$ cat config.mk
export PLATFORM = sky130hd
export DESIGN_NAME = cache_line_bridge
export DESIGN_NICKNAME = d
export VERILOG_FILES = /design/src/rtl/cache_line_bridge.sv
export SDC_FILE = /design/constraint.sdc
export NUM_CORES = 1
export LEC_CHECK = 0
export CAP_MARGIN = 30
export CORE_ASPECT_RATIO = 0.6
export CORE_MARGIN = 2
export CORE_UTILIZATION = 45
export CTS_CLUSTER_DIAMETER = 200
export CTS_CLUSTER_SIZE = 28
export DETAILED_ROUTE_END_ITERATION = 6
export PLACE_DENSITY = 0.81
export SLEW_MARGIN = 20
export SYNTH_ARGS = -nofsm -noshare
export SYNTH_HDL_FRONTEND = slang
export SYNTH_SLANG_ARGS = --single-unit
$ cat constraint.sdc
create_clock -name clk -period 2.8 [get_ports clk]
set_input_delay 0.56 -clock clk [delete_from_list [all_inputs] [get_ports clk]]
set_output_delay 0.56 -clock clk [all_outputs]
set_load 0.05 [all_outputs]
$ cat src/rtl/cache_line_bridge.sv
// cache_line_bridge: moves cache lines between the cache and a single-word memory bus (victim writeback and refill assembly)
//   Ports: clk, rst (sync, active-high); cache side wb_req/wb_addr/wb_line/wb_done,
//   fill_req/fill_addr/fill_line/fill_valid, busy, err; memory side mem_req/mem_we/
//   mem_addr/mem_wdata/mem_ack/mem_rdata.
//   Optional CACHE_BRIDGE_TIMEOUT_EN: abort a word wait after TIMEOUT_CYCLES and pulse err.
module cache_line_bridge #(
  parameter int LINE_BYTES = 16
`ifdef CACHE_BRIDGE_TIMEOUT_EN
  , parameter int TIMEOUT_CYCLES = 255
`endif
) (
  input  logic                    clk,
  input  logic                    rst,
  input  logic                    wb_req,
  input  logic [31:0]             wb_addr,
  input  logic [LINE_BYTES*8-1:0] wb_line,
  output logic                    wb_done,
  input  logic                    fill_req,
  input  logic [31:0]             fill_addr,
  output logic [LINE_BYTES*8-1:0] fill_line,
  output logic                    fill_valid,
  output logic                    busy,
  output logic                    err,
  output logic                    mem_req,
  output logic                    mem_we,
  output logic [31:0]             mem_addr,
  output logic [31:0]             mem_wdata,
  input  logic                    mem_ack,
  input  logic [31:0]             mem_rdata
);
  localparam int WORDS = LINE_BYTES / 4;
  localparam int CW = $clog2(WORDS);
  typedef enum logic [2:0] {IDLE, WB, FILL, DONE, RELEASE} state_t;
  state_t state_q, state_d;
  logic [CW-1:0] cnt_q;
  logic is_wb_q;
  logic [31:0] base_q;
  logic [LINE_BYTES*8-1:0] line_q, fill_q;
  logic to_hit;
  logic accept;
  assign accept = state_q == IDLE && (wb_req || fill_req);
  assign fill_line = fill_q;
`ifdef CACHE_BRIDGE_TIMEOUT_EN
  localparam int TW = $clog2(TIMEOUT_CYCLES + 1);
  logic [TW-1:0] to_q;
  logic err_q;
  assign to_hit = mem_req && !mem_ack && to_q == TW'(TIMEOUT_CYCLES - 1);
  always_ff @(posedge clk) begin
    to_q <= (rst || !mem_req || mem_ack) ? '0 : to_q + 1'b1;
    err_q <= rst || state_q == IDLE ? 1'b0 : (to_hit ? 1'b1 : err_q);
  end
`else
  assign to_hit = 1'b0;
`endif
  always_ff @(posedge clk) begin
    if (rst) state_q <= IDLE;
    else state_q <= state_d;
  end
  always_comb begin
    state_d = state_q;
    unique case (state_q)
      IDLE:    state_d = wb_req ? WB : (fill_req ? FILL : IDLE);
      WB,
      FILL:    state_d = (to_hit || (mem_ack && cnt_q == CW'(WORDS - 1))) ? DONE : state_q;
      DONE:    state_d = RELEASE;
      RELEASE: state_d = (is_wb_q ? wb_req : fill_req) ? RELEASE : IDLE;
      default: state_d = IDLE;
    endcase
  end
  always_comb begin
    busy = state_q != IDLE;
    mem_req = state_q == WB || state_q == FILL;
    mem_we = state_q == WB;
    mem_addr = mem_req ? base_q + 32'({cnt_q, 2'b00}) : 32'h0;
    mem_wdata = mem_we ? line_q[32*cnt_q +: 32] : 32'h0;
    wb_done = state_q == DONE && is_wb_q;
    fill_valid = state_q == DONE && !is_wb_q;
`ifdef CACHE_BRIDGE_TIMEOUT_EN
    err = state_q == DONE && err_q;
`else
    err = 1'b0;
`endif
  end
  always_ff @(posedge clk) begin
    if (rst) begin
      cnt_q <= '0;
      is_wb_q <= 1'b0;
      base_q <= 32'h0;
      line_q <= '0;
      fill_q <= '0;
    end else begin
      if (accept) begin
        is_wb_q <= wb_req;
        base_q <= (wb_req ? wb_addr : fill_addr) & ~32'(LINE_BYTES - 1);
        if (wb_req) line_q <= wb_line;
        else fill_q <= '0;
      end
      if (mem_req && mem_ack) begin
        cnt_q <= cnt_q + 1'b1;
        if (state_q == FILL) fill_q[32*cnt_q +: 32] <= mem_rdata;
      end
      // a timed-out burst leaves DONE with a partial count
      if (state_q == DONE) cnt_q <= '0;
    end
  end
endmodule

**Yosys cells after proc, flatten, opt, wreduce, memory -nomap -nowiden**

Index checks and enable logic that the tools add are counted.

- Output and inout port bits: 198
- Bits in registers: 290

- Mux-type cells: 15
- Eq/ne operators: 6
- Shift operators: 3
- $add $sub $neg: 3
- Reduce and logical (&&, ||, !) cells: 13

Operator list:

| kind | number |
|---|---|
| $mux W128 | 5 |
| $bwmux W128 | 1 |
| $shift A32 B34 Y128 const A | 1 |
| $shiftx A128 B8 Y32 | 1 |
| $shiftx A32 B34 Y128 | 1 |
| $mux W32 | 3 |
| $neg A7 Y34 | 1 |
| $add A32 B4 Y32 | 1 |
| $pmux W3 S4 | 1 |
| $eq A3 B2 Y1 const B | 2 |
| $mux W3 | 2 |
| $logic_and A1 B1 Y1 | 5 |
| $mux W2 | 2 |
| $reduce_or A2 Y1 | 2 |
| $eq A3 B1 Y1 const B | 1 |
| $eq A3 B3 Y1 const B | 1 |
| $logic_not A3 Y1 | 1 |
| $reduce_bool A3 Y1 | 1 |
| $add A2 B1 Y2 const B | 1 |
| $eq A2 B2 Y1 const B | 1 |
| $logic_or A1 B1 Y1 | 2 |
| $ne A2 B2 Y1 const B | 1 |
| $reduce_and A2 Y1 | 1 |
| $logic_not A1 Y1 | 1 |
| $mux W1 | 1 |

**Logic depth before layout (Yosys ltp)**

Gate-level depths: netlist of run 1.

- Word-level depth: 7
- Depth in mapped cells: 9
- Gate-level depth less buffers: 5

**Worst setup path after synthesis of run 1**

No wires, ideal clock.

- Path type: register to output
- Start point: register cnt_q[1]
- End point: output port mem_addr[3]
- Buffers on the path: 2
- Slack: 0.079 ns
- Arrival time: 2.161 ns
- Cell stages (with the launch flop): 5
- Path through: dfxtp_1 clkbuf_1 clkbuf_1 inv_1 nor3_1

- Word-level cells in the longest chain between the ends: 2

RTL lines:

| item | line | text |
|---|---|---|
| start: declaration | 35 | `logic [CW-1:0] cnt_q;` |
| start signal: assignment | 99 | `cnt_q <= cnt_q + 1'b1;` |
| $add A32 B4 Y32 | 74 | `mem_addr = mem_req ? base_q + 32'({cnt_q, 2'b00}) : 32'h0;` |
| $mux W32 | 74 |  |
| end: declaration | 26 | `output logic [31:0] mem_addr,` |

No other way between the ends.

**Worst setup path in the final report of run 1**

- Start point: register cnt_q[1]
- End point: output port mem_wdata[16]

- Word-level cells in the longest chain between the ends: 2

RTL lines:

| item | line | text |
|---|---|---|
| $shiftx A128 B8 Y32 | 75 | `mem_wdata = mem_we ? line_q[32*cnt_q +: 32] : 32'h0;` |
| $mux W32 | 75 |  |
| end: declaration | 27 | `output logic [31:0] mem_wdata,` |

No other way between the ends.

==> flow_results.org, run 1 <==
** Layout
- Number of nets in the final layout :: between 1,500 and 2,000
- After routing the design area is 17,000 sq um.
- Measured on the finished design, the core utilization comes to 0.674.
- Sequential cell area in the final layout :: 5810 sq um
- Compared with the post-synthesis result, the final layout area differs by 47.3%.
- Summing all multi-input logic gate instances after layout gives between 5000 and 6000 sq um.
- Share of post-route cells with drive strength above 1 :: 0.106
- Final-layout fill cell count :: roughly 2,000

** Setup path
- STA classifies the critical path endpoint as an output port.
- Crit-path max cell delay :: 0.46 ns
- STA classifies the critical path startpoint as a flip-flop.
- Worst path cell trace :: buf_4 > mux4_2 > nor2b_1 > buf_12
- Data arrives at the worst endpoint at roughly 2.1 ns.
- CP required :: 2.24 ns
- Kind of critical path :: reg2out
- Worst path bufs/invs :: 2
- CP Max Fanout :: 32
- Worst path slowest cell :: buf_4
- Crit path max-delay family :: buffers and inverters

** Synth
- Number of synthesized flops with an enable pin :: 0
- Synth warnings :: 0
- After synthesis, the mean cell area works out to 9.71 sq um.
- Predominant post-synthesis flop cell :: dfxtp_1
- Post-synthesis instance area :: 11,600 sq um
- Async set-or-reset flop fraction in the synthesized netlist :: 0
- In the synthesized netlist, the number of instances is 1,192.
- FF+latch count, synth :: 290
- The synthesized netlist contains a little over 40 unique library cells.
- The synthesized-area fraction occupied by ao, oa, aoi and oai cells was 0.217.
- Adder-cell share of the synthesized area :: 0.00541
- Combinational family with the most area after synthesis :: compound AO/OA/AOI/OAI gates
- Mux contribution to synthesized area :: 0.0875
- Of the total synthesized cell area, the portion taken by XOR and XNOR cells is 0.000757.
- Simple-gate portion of the synthesized area :: 0.138
- Part of the Yosys area used for sequential elements :: 0.502

** Timing
- Setup violations remaining at the end of the flow were counted as 0.
- The worst pin sits at a relative slew slack of 0.589.
- Period Utilization, post-route :: 0.962
- Slew at the pin with the worst max-slew slack :: between 0.6 and 0.7 ns
- Achievable clock frequency :: 0.371 GHz
- Setup repair after global routing left no endpoint under its margin.
- Final hold viol count :: 0
- Final Critical Period :: 2.69 ns
- Number of slew-limit violations in the final report :: 0
- Setup total negative slack :: 0 ns
- Crit path setup slack, layout :: 0.105 ns
- Hold WS :: 0.458 ns
- For the final database, setup skew stands at 0.0219 ns.

** Floorplan
- Count of standard-cell rows :: between 40 and 50
- Die width :: 211 microns
- Vertical die dimension :: 128 microns
- Area of the placeable core :: 25,300 sq um
- The initial utilization of the core area, before any placement, comes to 0.458.
- The die covers 27,100 sq um.
- Boundary pin count :: 427

** Pwr
- Max IR drop VDD :: between 0.3 and 0.4 mV
- Fraction of power spent switching nets :: 0.291
- Sequential Power Share :: 0.507
- Internal power consumption :: 6.25 mW
- In this run the static leakage power is 6.16 nW.
- Net switching power of the design :: roughly 2.6 mW
- Power per standard cell area :: 517 nW/um^2
- Portion of total power attributed to the clock network :: 0.264
- Of the total power, combinational logic draws 0.229.

** Route
- The first detailed-routing pass ran for 5 iterations.
- Residual antenna-violating net count after detailed routing :: 0
- For this block, the initial DRC count from the detailed router was 811.
- Dividing the detail-routed wire length by the instance count gives roughly 20 microns.
- The routed layout has around 10,000 vias.
- The final layout contains routed wiring with a total length of about 37,000 microns.
- Drt drc :: 0
- In the routed layout, each cell is associated on average with a via count of about 5.6.

** Global routing
- Maximum number of pins on one net before global-route repair :: 131
- Initial antenna violation count :: 2
- Summed over all layers, the global routing overflow is 0.
- Vias in the first global route :: between 10,000 and 15,000
- Global-route wire length before repair :: 57,100 microns
- Total global-route track usage :: 0.266

** Hold path
- The min-delay analysis places its worst path in the category reg2reg.

** Clock network
- TritonCTS created 14 clock buffers.
- Clock latency on the worst-skew pair, taken at its later pin, is between 0.5 and 0.6 ns.
- The tree is rooted in a clkbuf_16.
- Total number of clock tree sinks :: 290
- CTS tree :: built
- Cts hold-fix bufs :: 0
- CTS H-tree lvls :: 1
- Clk slew on worst S/H paths :: 0.11 ns
- The clock passes through at most 3 buffers.

** Place
- The wire-length estimate of the detail-placed layout is 26,100 microns.
- During placement, the flow inserted port buffers numbering 415.
- Placed standard-cell area :: about 17,000 sq um
- Setup Slack @ Placement :: between 0.3 and 0.4 ns
- GPL Wtd Cong :: approximately 0.85

** Run
- Max-capacitance violation count :: 0

** Status
- The run finished with clean final reports.
## tightest hold or removal path, cell delays in order, from the launching register on
cell and delay (ns):
dfxtp_1 0.32, nand2_1 0.05, a21oi_1 0.05
## cells in the mapped netlist, types with 5 or more instances
cell / number / area (sq um)
nor2b_1: 33 / 206
a22o_1: 64 / 561
nor2_1: 5 / 18.8
a211oi_1: 28 / 210
mux4_2: 32 / 721
nand2_1: 257 / 965
a21boi_0: 32 / 240
dfxtp_1: 290 / 5810
a21oi_1: 161 / 806
and2_1: 30 / 188
mux2i_1: 28 / 280
ha_1: 5 / 62.6
buf_2: 38 / 190
clkbuf_1: 72 / 270
inv_1: 8 / 30.0
a32o_1: 64 / 641
## logic make-up after synthesis
group	after synthesis
buffers and inverters	128
muxes	61
and+or+nand+nor	350
adders and majority gates	5
AOI/OAI and AO/OA	356
DFF	290
xor gates and xnor gates	1
other	1
## sequential cells by signal, indices dropped and copies added (netlist names)
register / cells
state_q: 3
cnt_q: 2
line_q: 128
base_q: 28
is_wb_q: 1
fill_line: 128
## power by group through the flow
| stage | Combinational [mW] | Clock (mW) | Sequential, mW |
|---|---|---|---|
| floorplan | 1.07 | 0 | 4.56 |
| global placement | 1.98 | 0 | 4.55 |
| detailed placement | 2.02 | 0 | 4.56 |
| CTS | 2.03 | 2.38 | 4.47 |
| global route | 2.17 | 2.51 | 4.50 |
| finish | 2.02 | 2.32 | 4.47 |
## through the flow
| step | cells | total power [mW] |
|---|---|---|
| after CTS | 1863 | 8.88 |
| after global placement | 1846 | 6.53 |
| after global routing | 1865 | 9.18 |
| after detailed placement | 1847 | 6.58 |
| final | 1865 | 8.81 |
| after floorplan | 1194 | 5.63 |
## area by class of cell
cell class              instances  share of cell area
diodes                          2            0.000294
clock buffers                  15              0.0220
clock inverters                 1             0.00117
inverters                       8             0.00176
multi-input cells             776               0.311
flip-flops and latches        290               0.341
well taps                     329              0.0242
repair buffers                444               0.299
## cells in the final DEF (no fill, tap or decap), types with 5 or more instances in the layout
cell type and n:
nor2b_1 33, a32o_1 64, clkbuf_16 15, nand2_1 257, ha_1 5, and2_1 30, a22o_1 64, a21boi_0 32
clkdlybuf4s50_1 347, mux2i_1 28, buf_12 71, mux4_2 32, buf_4 24, dfxtp_1 286, nor2_1 5, a211oi_1 28
inv_1 8, a21oi_1 160
## metal layers
metal | vias up | GRT usage | wire length [microns]
li1 | 4910 | - | -
met1 | 5071 | 0.349 | 15900
met2 | 374 | 0.444 | 17600
met3 | 40 | 0.0691 | 2730
met4 | 0 | 0.0597 | 660
met5 | - | 0 | 0
## path summary, 6_finish.rpt
kind / depth (start not counted) / slack [ns] / from / endpoint
max: 4 / 0.11 / cnt_q[1] / mem_wdata[16]
min: 2 / 0.46 / line_q[112] / line_q[112]
max reg2reg: 6 / 0.42 / cnt_q[0] / fill_line[46]
min reg2reg: 2 / 0.46 / line_q[112] / line_q[112]
## what timing repair did
item                       4_1_cts  5_1_grt
setup buffers                    0        0
gates resized for setup          2        2
pin swaps                        0        0
setup endpoints to repair       30       30
Power figures use the tool's default switching activity.
==> run 2: changes to the inputs <==
==> constraint.sdc (replaced) <==
create_clock -name clk -period 2.8 [get_ports clk]
set_input_delay 0.56 -clock clk [delete_from_list [all_inputs] [get_ports clk]]
set_output_delay 0.56 -clock clk [all_outputs]
set_load 0.1 [all_outputs]
==> run 2 against run 1 <==
Worst setup slack gained 0.012 ns. Utilization shrank 1.1 points. Final area shrank 1.6%. Register-to-register slack gained 0.09 ns. First-iteration DRC count shrank 3.2%. Sequential share of layout area grew 0.54 points. Critical path type unchanged. Largest power group unchanged.
==> flow_results.org, run 2 (synthesis results as in run 1) <==
** Status
- The flow ran to the end, and the final reports show no timing, DRC or antenna violations.

** Floorplan
- Boundary pin count :: 427 (unchanged)
- Initial cell density of the core :: 0.458 (unchanged)
- The die width came to 211 microns (unchanged).
- The total number of placement rows came to 45 (unchanged).
- Area of the placeable core :: 25,300 sq um (unchanged)
- Vertical die dimension :: 128 microns (unchanged)
- Die footprint :: 27,100 sq um (unchanged)

** Layout
- Leaving out fill and tap cells, the most frequent cells in the layout are dfxtp_1, nand2_1, clkdlybuf4s50_1, a21oi_1, buf_4.
- Final non-filler cell area :: 16,800 sq um (-1.6%)
- Relative to the synthesized area, the layout overhead comes to 44.9%.
- Share of post-route cells with drive strength above 1 :: 0.193 (+0.0872)
- Final-layout fill cell count :: 1,931 (-3.9%)
- The final net count came to 1,769 (+0.057%).
- Share of the core filled with cells :: 0.663 (-0.0108)
- Leaving out fill and tap cells, the most frequent cell in the layout is dfxtp_1.

** Pwr
- The power share of the sequential group came to 0.489 (-0.018).
- The internal power component is 6.25 mW (about the same).
- Fraction of power spent switching nets :: 0.315 (+0.0239)
- Net switching power of the design :: 2.87 mW (+12%)
- The total leakage power is 6.43 nW (+4.4%).
- Max IR drop VDD :: 0.525 mV (+39%)
- Gate power share :: 0.257 (+0.028)
- Portion of total power attributed to the clock network :: 0.254 (-0.010)
- Power per standard cell area :: 544 nW/um^2 (+5.2%)

** Setup path
- The signal on the critical path passes through or3b_1 > buf_4 > nor2b_1 > buf_12.
- Worst path slowest cell :: dfxtp_2
- The critical path ends at mem_wdata[27].
- The worst setup path is of the reg2out kind.
- The most critical setup path has its startpoint at state_q[1].
- Crit path max-delay family :: simple AND/OR/NAND/NOR gates
- In this run the critical register-to-register path is captured at fill_line[58].
- Minimum setup slack among reg-to-reg paths :: 0.51 ns (+0.09 ns)
- CP required :: 2.24 ns (about the same)
- Crit-path max cell delay :: 0.42 ns (-0.04 ns)
- The critical path data arrival time was 2.12 ns (about the same).
- In this run the critical register-to-register path is launched from cnt_q[0].
- Number of logic stages on the critical path including buffering :: 4 (unchanged)
- Worst path bufs/invs :: 2 (unchanged)
- CP Max Fanout :: 33 (+3.1%)
- The worst setup path is captured at an output port.
- The worst reg2reg path depth came to 6 (unchanged).
- Category of the worst setup path launch point :: flip-flop

** Clock network
- The clock insertion delay at the later pin of the skew report came to 0.50 ns (about the same).
- TritonCTS built the clock tree.
- The clock transition at the registers of the reported paths was 0.11 ns (about the same).
- The count of clock tree sinks is 290 (unchanged).
- Cts hold-fix bufs :: 0 (unchanged)
- The number of buffers on the longest clock path is 3 (unchanged).
- CTS H-tree lvls :: 1 (unchanged)
- Num CTS Buffers :: 14 (unchanged)
- The buffer count from post-CTS setup fixing came to 0 (unchanged).
- CTS placed an instance of clkbuf_16 at the clock tree root.

** Timing
- Final Critical Period :: 2.68 ns (-0.0124 ns)
- Crit path setup slack, layout :: 0.118 ns (+0.0124 ns)
- Worst clock skew :: 0.0193 ns (-0.00266 ns)
- The portion of the clock cycle consumed by the worst path in the final layout was 0.958 (-0.00443).
- The relative max-transition margin is 0.519 (-0.0704).
- Setup repair after global routing left no endpoint under its margin.
- Final hold viol count :: 0 (unchanged)
- Hold WS :: 0.461 ns (+0.00277 ns)
- Achievable clock frequency :: 0.373 GHz (+0.46%)
- The count of final max-slew check failures was 0 (unchanged).
- The pin slew with the least headroom to its limit came to 0.722 ns (+0.106 ns).
- Endpoints failing setup :: 0 (unchanged)

** Global routing
- The overflow left after global routing is 0 (unchanged).
- Initial antenna violation count :: 5 (+3)
- Vias in the first global route :: 10,209 (+0.19%)
- Global-route wire length before repair :: 57,400 microns (+0.53%)
- Maximum number of pins on one net before global-route repair :: 130 (-0.76%)
- The overall fraction of global-route tracks in use came to 0.268 (+0.00219).

** Route
- Post-detailed-route wirelength per cell :: 20.0 microns (+1.4%)
- The remaining routing DRC violations came to 0 (unchanged).
- Residual antenna-violating net count after detailed routing :: 0 (unchanged)
- Iter 0 DRT Violations :: 785 (-3.2%)
- The via-per-instance ratio is 5.65 (+1.3%).
- The final wirelength was 37,500 microns (+1.7%).
- The number of vias after detailed routing came to 10,552 (+1.5%).
- The first-pass iteration count of the detailed router was 7 (+2).

** Place
- Count of buffers from port buffering :: 415 (unchanged)
- The post-place instance area came to 16,300 sq um (-1.8%).
- GPL Wtd Cong :: 0.827 (-2.5%)
- The post-DP HPWL came to 26,100 microns (+0.22%).
- The minimum setup slack after placement came to 0.335 ns (-0.0202 ns).

** Hold path
- Class of the tightest hold or removal check :: reg2reg

** Run
- The count of maximum capacitance violations was 0 (unchanged).
==> run 2: power by group through the flow <==
stage	sequential (mW)	clock [mW]	combinational [mW]
global route	4.49	2.51	2.49
CTS	4.46	2.38	2.34
global placement	4.54	0	2.30
floorplan	4.62	0	1.31
detailed placement	4.55	0	2.33
finish	4.46	2.32	2.35
==> run 2: worst min-delay path by stage <==
stage / endpoint / from / depth (start not counted) / slack (ns)
finish: line_q[13] / line_q[13] / 2 / 0.46
global route: line_q[59] / line_q[59] / 2 / 0.48
CTS: line_q[80] / line_q[80] / 2 / 0.46
detailed placement: line_q[80] / line_q[80] / 2 / 0.44
global placement: line_q[52] / line_q[52] / 2 / 0.44
floorplan: line_q[64] / line_q[64] / 2 / 0.43
==> run 2: final cells by class <==
class | count | area [sq um] | area share
sequential | 290 | 5810 | 0.346
antenna | 5 | 12.5 | 0.000746
multi-input combinational | 776 | 5310 | 0.317
inverter | 8 | 30.0 | 0.00179
clock inverter | 1 | 20.0 | 0.00119
clock buffer | 15 | 375 | 0.0224
timing repair buffer | 445 | 4800 | 0.286
tap | 329 | 412 | 0.0245
==> run 2: worst min-delay path: cells and delay by family (launching register included) <==
| kind | cells | cell delay (ns) |
|---|---|---|
| AND/OR/NAND/NOR | 1 | 0.05 |
| AO/OA/AOI/OAI | 1 | 0.05 |
| flip-flops | 1 | 0.32 |
==> run 2: what timing repair did <==
item / CTS / global route
hold endpoints to repair: 0 / 0
endpoints found under the setup margin: 29 / 31
gates resized for setup: 3 / 2
==> run 2: per-layer routing <==
layer	share of wire	global-route usage	up-vias	routed length (microns)
met3	0.076	0.0620	57	2860
li1	-	-	4912	-
met4	0.026	0.0787	0	965
met5	0	0	-	0
met2	0.47	0.439	416	17600
met1	0.43	0.356	5167	16000
==> run 2: per-stage QoR <==
step	setup TNS, ns	power [mW]	std cells
floorplan	-8.89	5.93	1194
global placement	0	6.83	1847
detailed placement	0	6.88	1847
CTS	0	9.18	1863
global route	0	9.48	1869
finish	0	9.13	1869
==> run 3: changes to the inputs <==
CTS_CLUSTER_DIAMETER = 40   (was 200)
==> run 3 against run 2 <==
Register-to-register slack improved by 0.03 ns. Global-route usage rose by 0.56 points. Utilization up 2.8 points. Flip-flop and latch count unchanged. Sequential share of layout area shrank 1.4 points. Fmax down 1.7%. Cell count up 2.1%. Clock skew is 0.0043 ns higher. Power up 21%. Worst hold slack lost 0.0064 ns. Sequential power is essentially flat. Largest cell class unchanged.
==> flow_results.org, run 3 (synthesis results as in run 1) <==
** Status
- The run finished with clean final reports.

** Timing
- The total count of hold-check failures in the final report came to 0 (unchanged).
- The summed negative setup slack over all endpoints was 0 ns (unchanged).
- Period Utilization, post-route :: 0.974 (+0.0164)
- Hold WS :: 0.455 ns (-0.00639 ns)
- Slew at the pin with the worst max-slew slack :: 0.721 ns (-0.000917 ns)
- Setup repair after global routing could not meet its margin everywhere.
- Final Critical Period :: 2.73 ns (+0.0458 ns)
- The worst clock skew came to 0.0235 ns (+0.00427 ns).
- The highest clock rate is 0.367 GHz (-1.7%).
- Endpoints failing setup :: 0 (unchanged)
- The relative max-transition margin was 0.519 (+0.000612).
- The count of final max-slew check failures was 0 (unchanged).

** Pwr
- Overall power after layout :: 11.0 mW (+21%)
- Max IR drop VDD :: 0.468 mV (-11%)
- Power per standard cell area :: 632 nW/um^2 (+16%)
- Leakage power figure :: 6.76 nW (+5.1%)

** Route
- The final wirelength is 38,200 microns (+2.1%).
- Iter 0 DRT Violations :: 820 (+4.5%)
- The via-per-instance ratio came to 5.60 (-0.90%).
- Total via count after detailed routing :: 10,681 (+1.2%)
- Residual antenna-violating net count after detailed routing :: 0 (unchanged)
- First-pass iteration count of the detailed router :: 5 (-2)
- The remaining routing DRC violations came to 0 (unchanged).
- Post-detailed-route wirelength per cell :: 20.0 microns (about the same)

** Floorplan
- Die footprint :: 27,100 sq um (unchanged)
- Vertical die dimension :: 128 microns (unchanged)
- The initial core utilization came to 0.458 (unchanged).
- The area of the core region is 25,300 sq um (unchanged).
- Die width :: 211 microns (unchanged)
- The total number of placement rows is 45 (unchanged).
- Boundary pin count :: 427 (unchanged)

** Setup path
- Arr. time, crit path :: 2.17 ns (+0.05 ns)
- Worst path slowest cell :: dfxtp_2
- Grouping stages by cell kind, the critical path spends the most delay in simple AND/OR/NAND/NOR gates.
- Traced cell by cell, the critical path runs through or3b_1 > buf_4 > nor2b_1 > buf_12.
- Worst path bufs/invs :: 2 (unchanged)
- Number of logic stages on the critical path including buffering :: 4 (unchanged)
- Worst Reg-to-Reg Cells :: 6 (unchanged)
- STA classifies the critical path startpoint as a flip-flop.
- The required time reported for the critical path endpoint is 2.24 ns (about the same).
- The worst setup path is of the reg2out kind.
- Crit-path max cell delay :: 0.41 ns (about the same)
- STA classifies the critical path endpoint as an output port.
- CP Max Fanout :: 33 (unchanged)

** Clock network
- The number of buffers inserted for hold repair after clock tree synthesis came to 0 (unchanged).
- TritonCTS built the clock tree.
- Clock latency on the worst-skew pair :: 0.56 ns (+0.06 ns)
- The clock transition at the registers of the reported paths came to 0.08 ns (-0.03 ns).
- The count of clock tree sinks is 290 (unchanged).
- CTS placed an instance of clkbuf_16 at the clock tree root.
- CTS H-tree lvls :: 1 (unchanged)
- The number of CTS-inserted buffers was 30 (+16).
- Maximum buffer depth of the clock tree :: 3 (unchanged)

** Place
- The global placement routability congestion was 0.827 (unchanged).
- The number of placed instances with taps included is 1,847 (unchanged).
- Post-DP HPWL :: 26,100 microns (unchanged)
- Count of buffers from port buffering :: 415 (unchanged)

** Global routing
- Initial antenna violation count :: 8 (+3)
- The overflow left after global routing was 0 (unchanged).
- Total global-route track usage :: 0.274 (+0.00563)
- Vias in the first global route :: 10,455 (+2.4%)
- The global-route wire length before repair came to 58,400 microns (+1.7%).
- Maximum number of pins on one net before global-route repair :: 130 (unchanged)

** Run
- The count of maximum capacitance violations came to 0 (unchanged).

** Layout
- The area growth from synthesis to layout is 51.0%.
- The library cells used most frequently in the layout, excluding fill and tap cells, are dfxtp_1, nand2_1, clkdlybuf4s50_1, a21oi_1, buf_4.
- Most common cell after layout, fill and taps aside :: dfxtp_1
- Share of post-route cells with drive strength above 1 :: 0.218 (+0.0244)
- Number of nets in the final layout :: 1,785 (+0.90%)
- Non-filler instance count after layout :: 1,909 (+2.1%)
- The number of fillers in the final layout came to 1,830 (-5.2%).

** Hold path
- The number of instances on the worst hold path is 2 (unchanged).
- Class of the tightest hold or removal check :: reg2reg
==> run 3: cell type report <==
class / instances / area [sq um] / area share
Multi-Input combinational cell: 776 / 5330 / 0.305
Timing Repair Buffer: 445 / 4810 / 0.275
Antenna cell: 6 / 15.0 / 0.000859
Sequential cell: 290 / 5810 / 0.333
Tap cell: 329 / 412 / 0.0236
Clock inverter: 22 / 272 / 0.0155
Inverter: 8 / 30.0 / 0.00172
Clock buffer: 33 / 793 / 0.0454
==> run 3: worst paths after layout <==
path,slack [ns],to,start
worst min register to register,0.45,line_q[64],line_q[64]
worst max register to register,0.54,fill_line[57],cnt_q[0]
worst min-delay path,0.45,line_q[64],line_q[64]
worst max-delay path,0.07,mem_wdata[19],state_q[1]
==> run 3: power by group <==
group | internal [mW] | switching (mW)
Clock | 2.21 | 2.00
Sequential | 4.34 | 0.121
Combinational | 0.928 | 1.43
==> run 3: metal layers <==
layer  up-vias  track usage  routed length (microns)
met5         -            0                       32
met4         4       0.0998                     1240
met3        84       0.0789                     3060
met2       412        0.441                    17800
met1      5182        0.353                    16100
li1       4999            -                        -
==> run 3: tightest hold or removal path: cells and delay by family, from the launching register on <==
kind / cells / cell delay (ns)
AND/OR/NAND/NOR: 1 / 0.05
flip-flops: 1 / 0.31
AO/OA/AOI/OAI: 1 / 0.05
==> run 3: per-stage QoR <==
step           setup slack, ns  utilization  cell area [sq um]
6_report                0.0718        0.691              17500
5_1_grt                -0.0112        0.691              17500
4_1_cts                -0.0146        0.689              17400
3_5_place_dp             0.335        0.646              16300
3_3_place_gp             0.394        0.646              16300
2_1_floorplan           -0.296            -              11600
==> run 3: repair_timing <==
action / 4_1_cts / 5_1_grt
endpoints found under the setup margin: 35 / 43
setup buffers: 0 / 0
gates resized for setup: 6 / 8
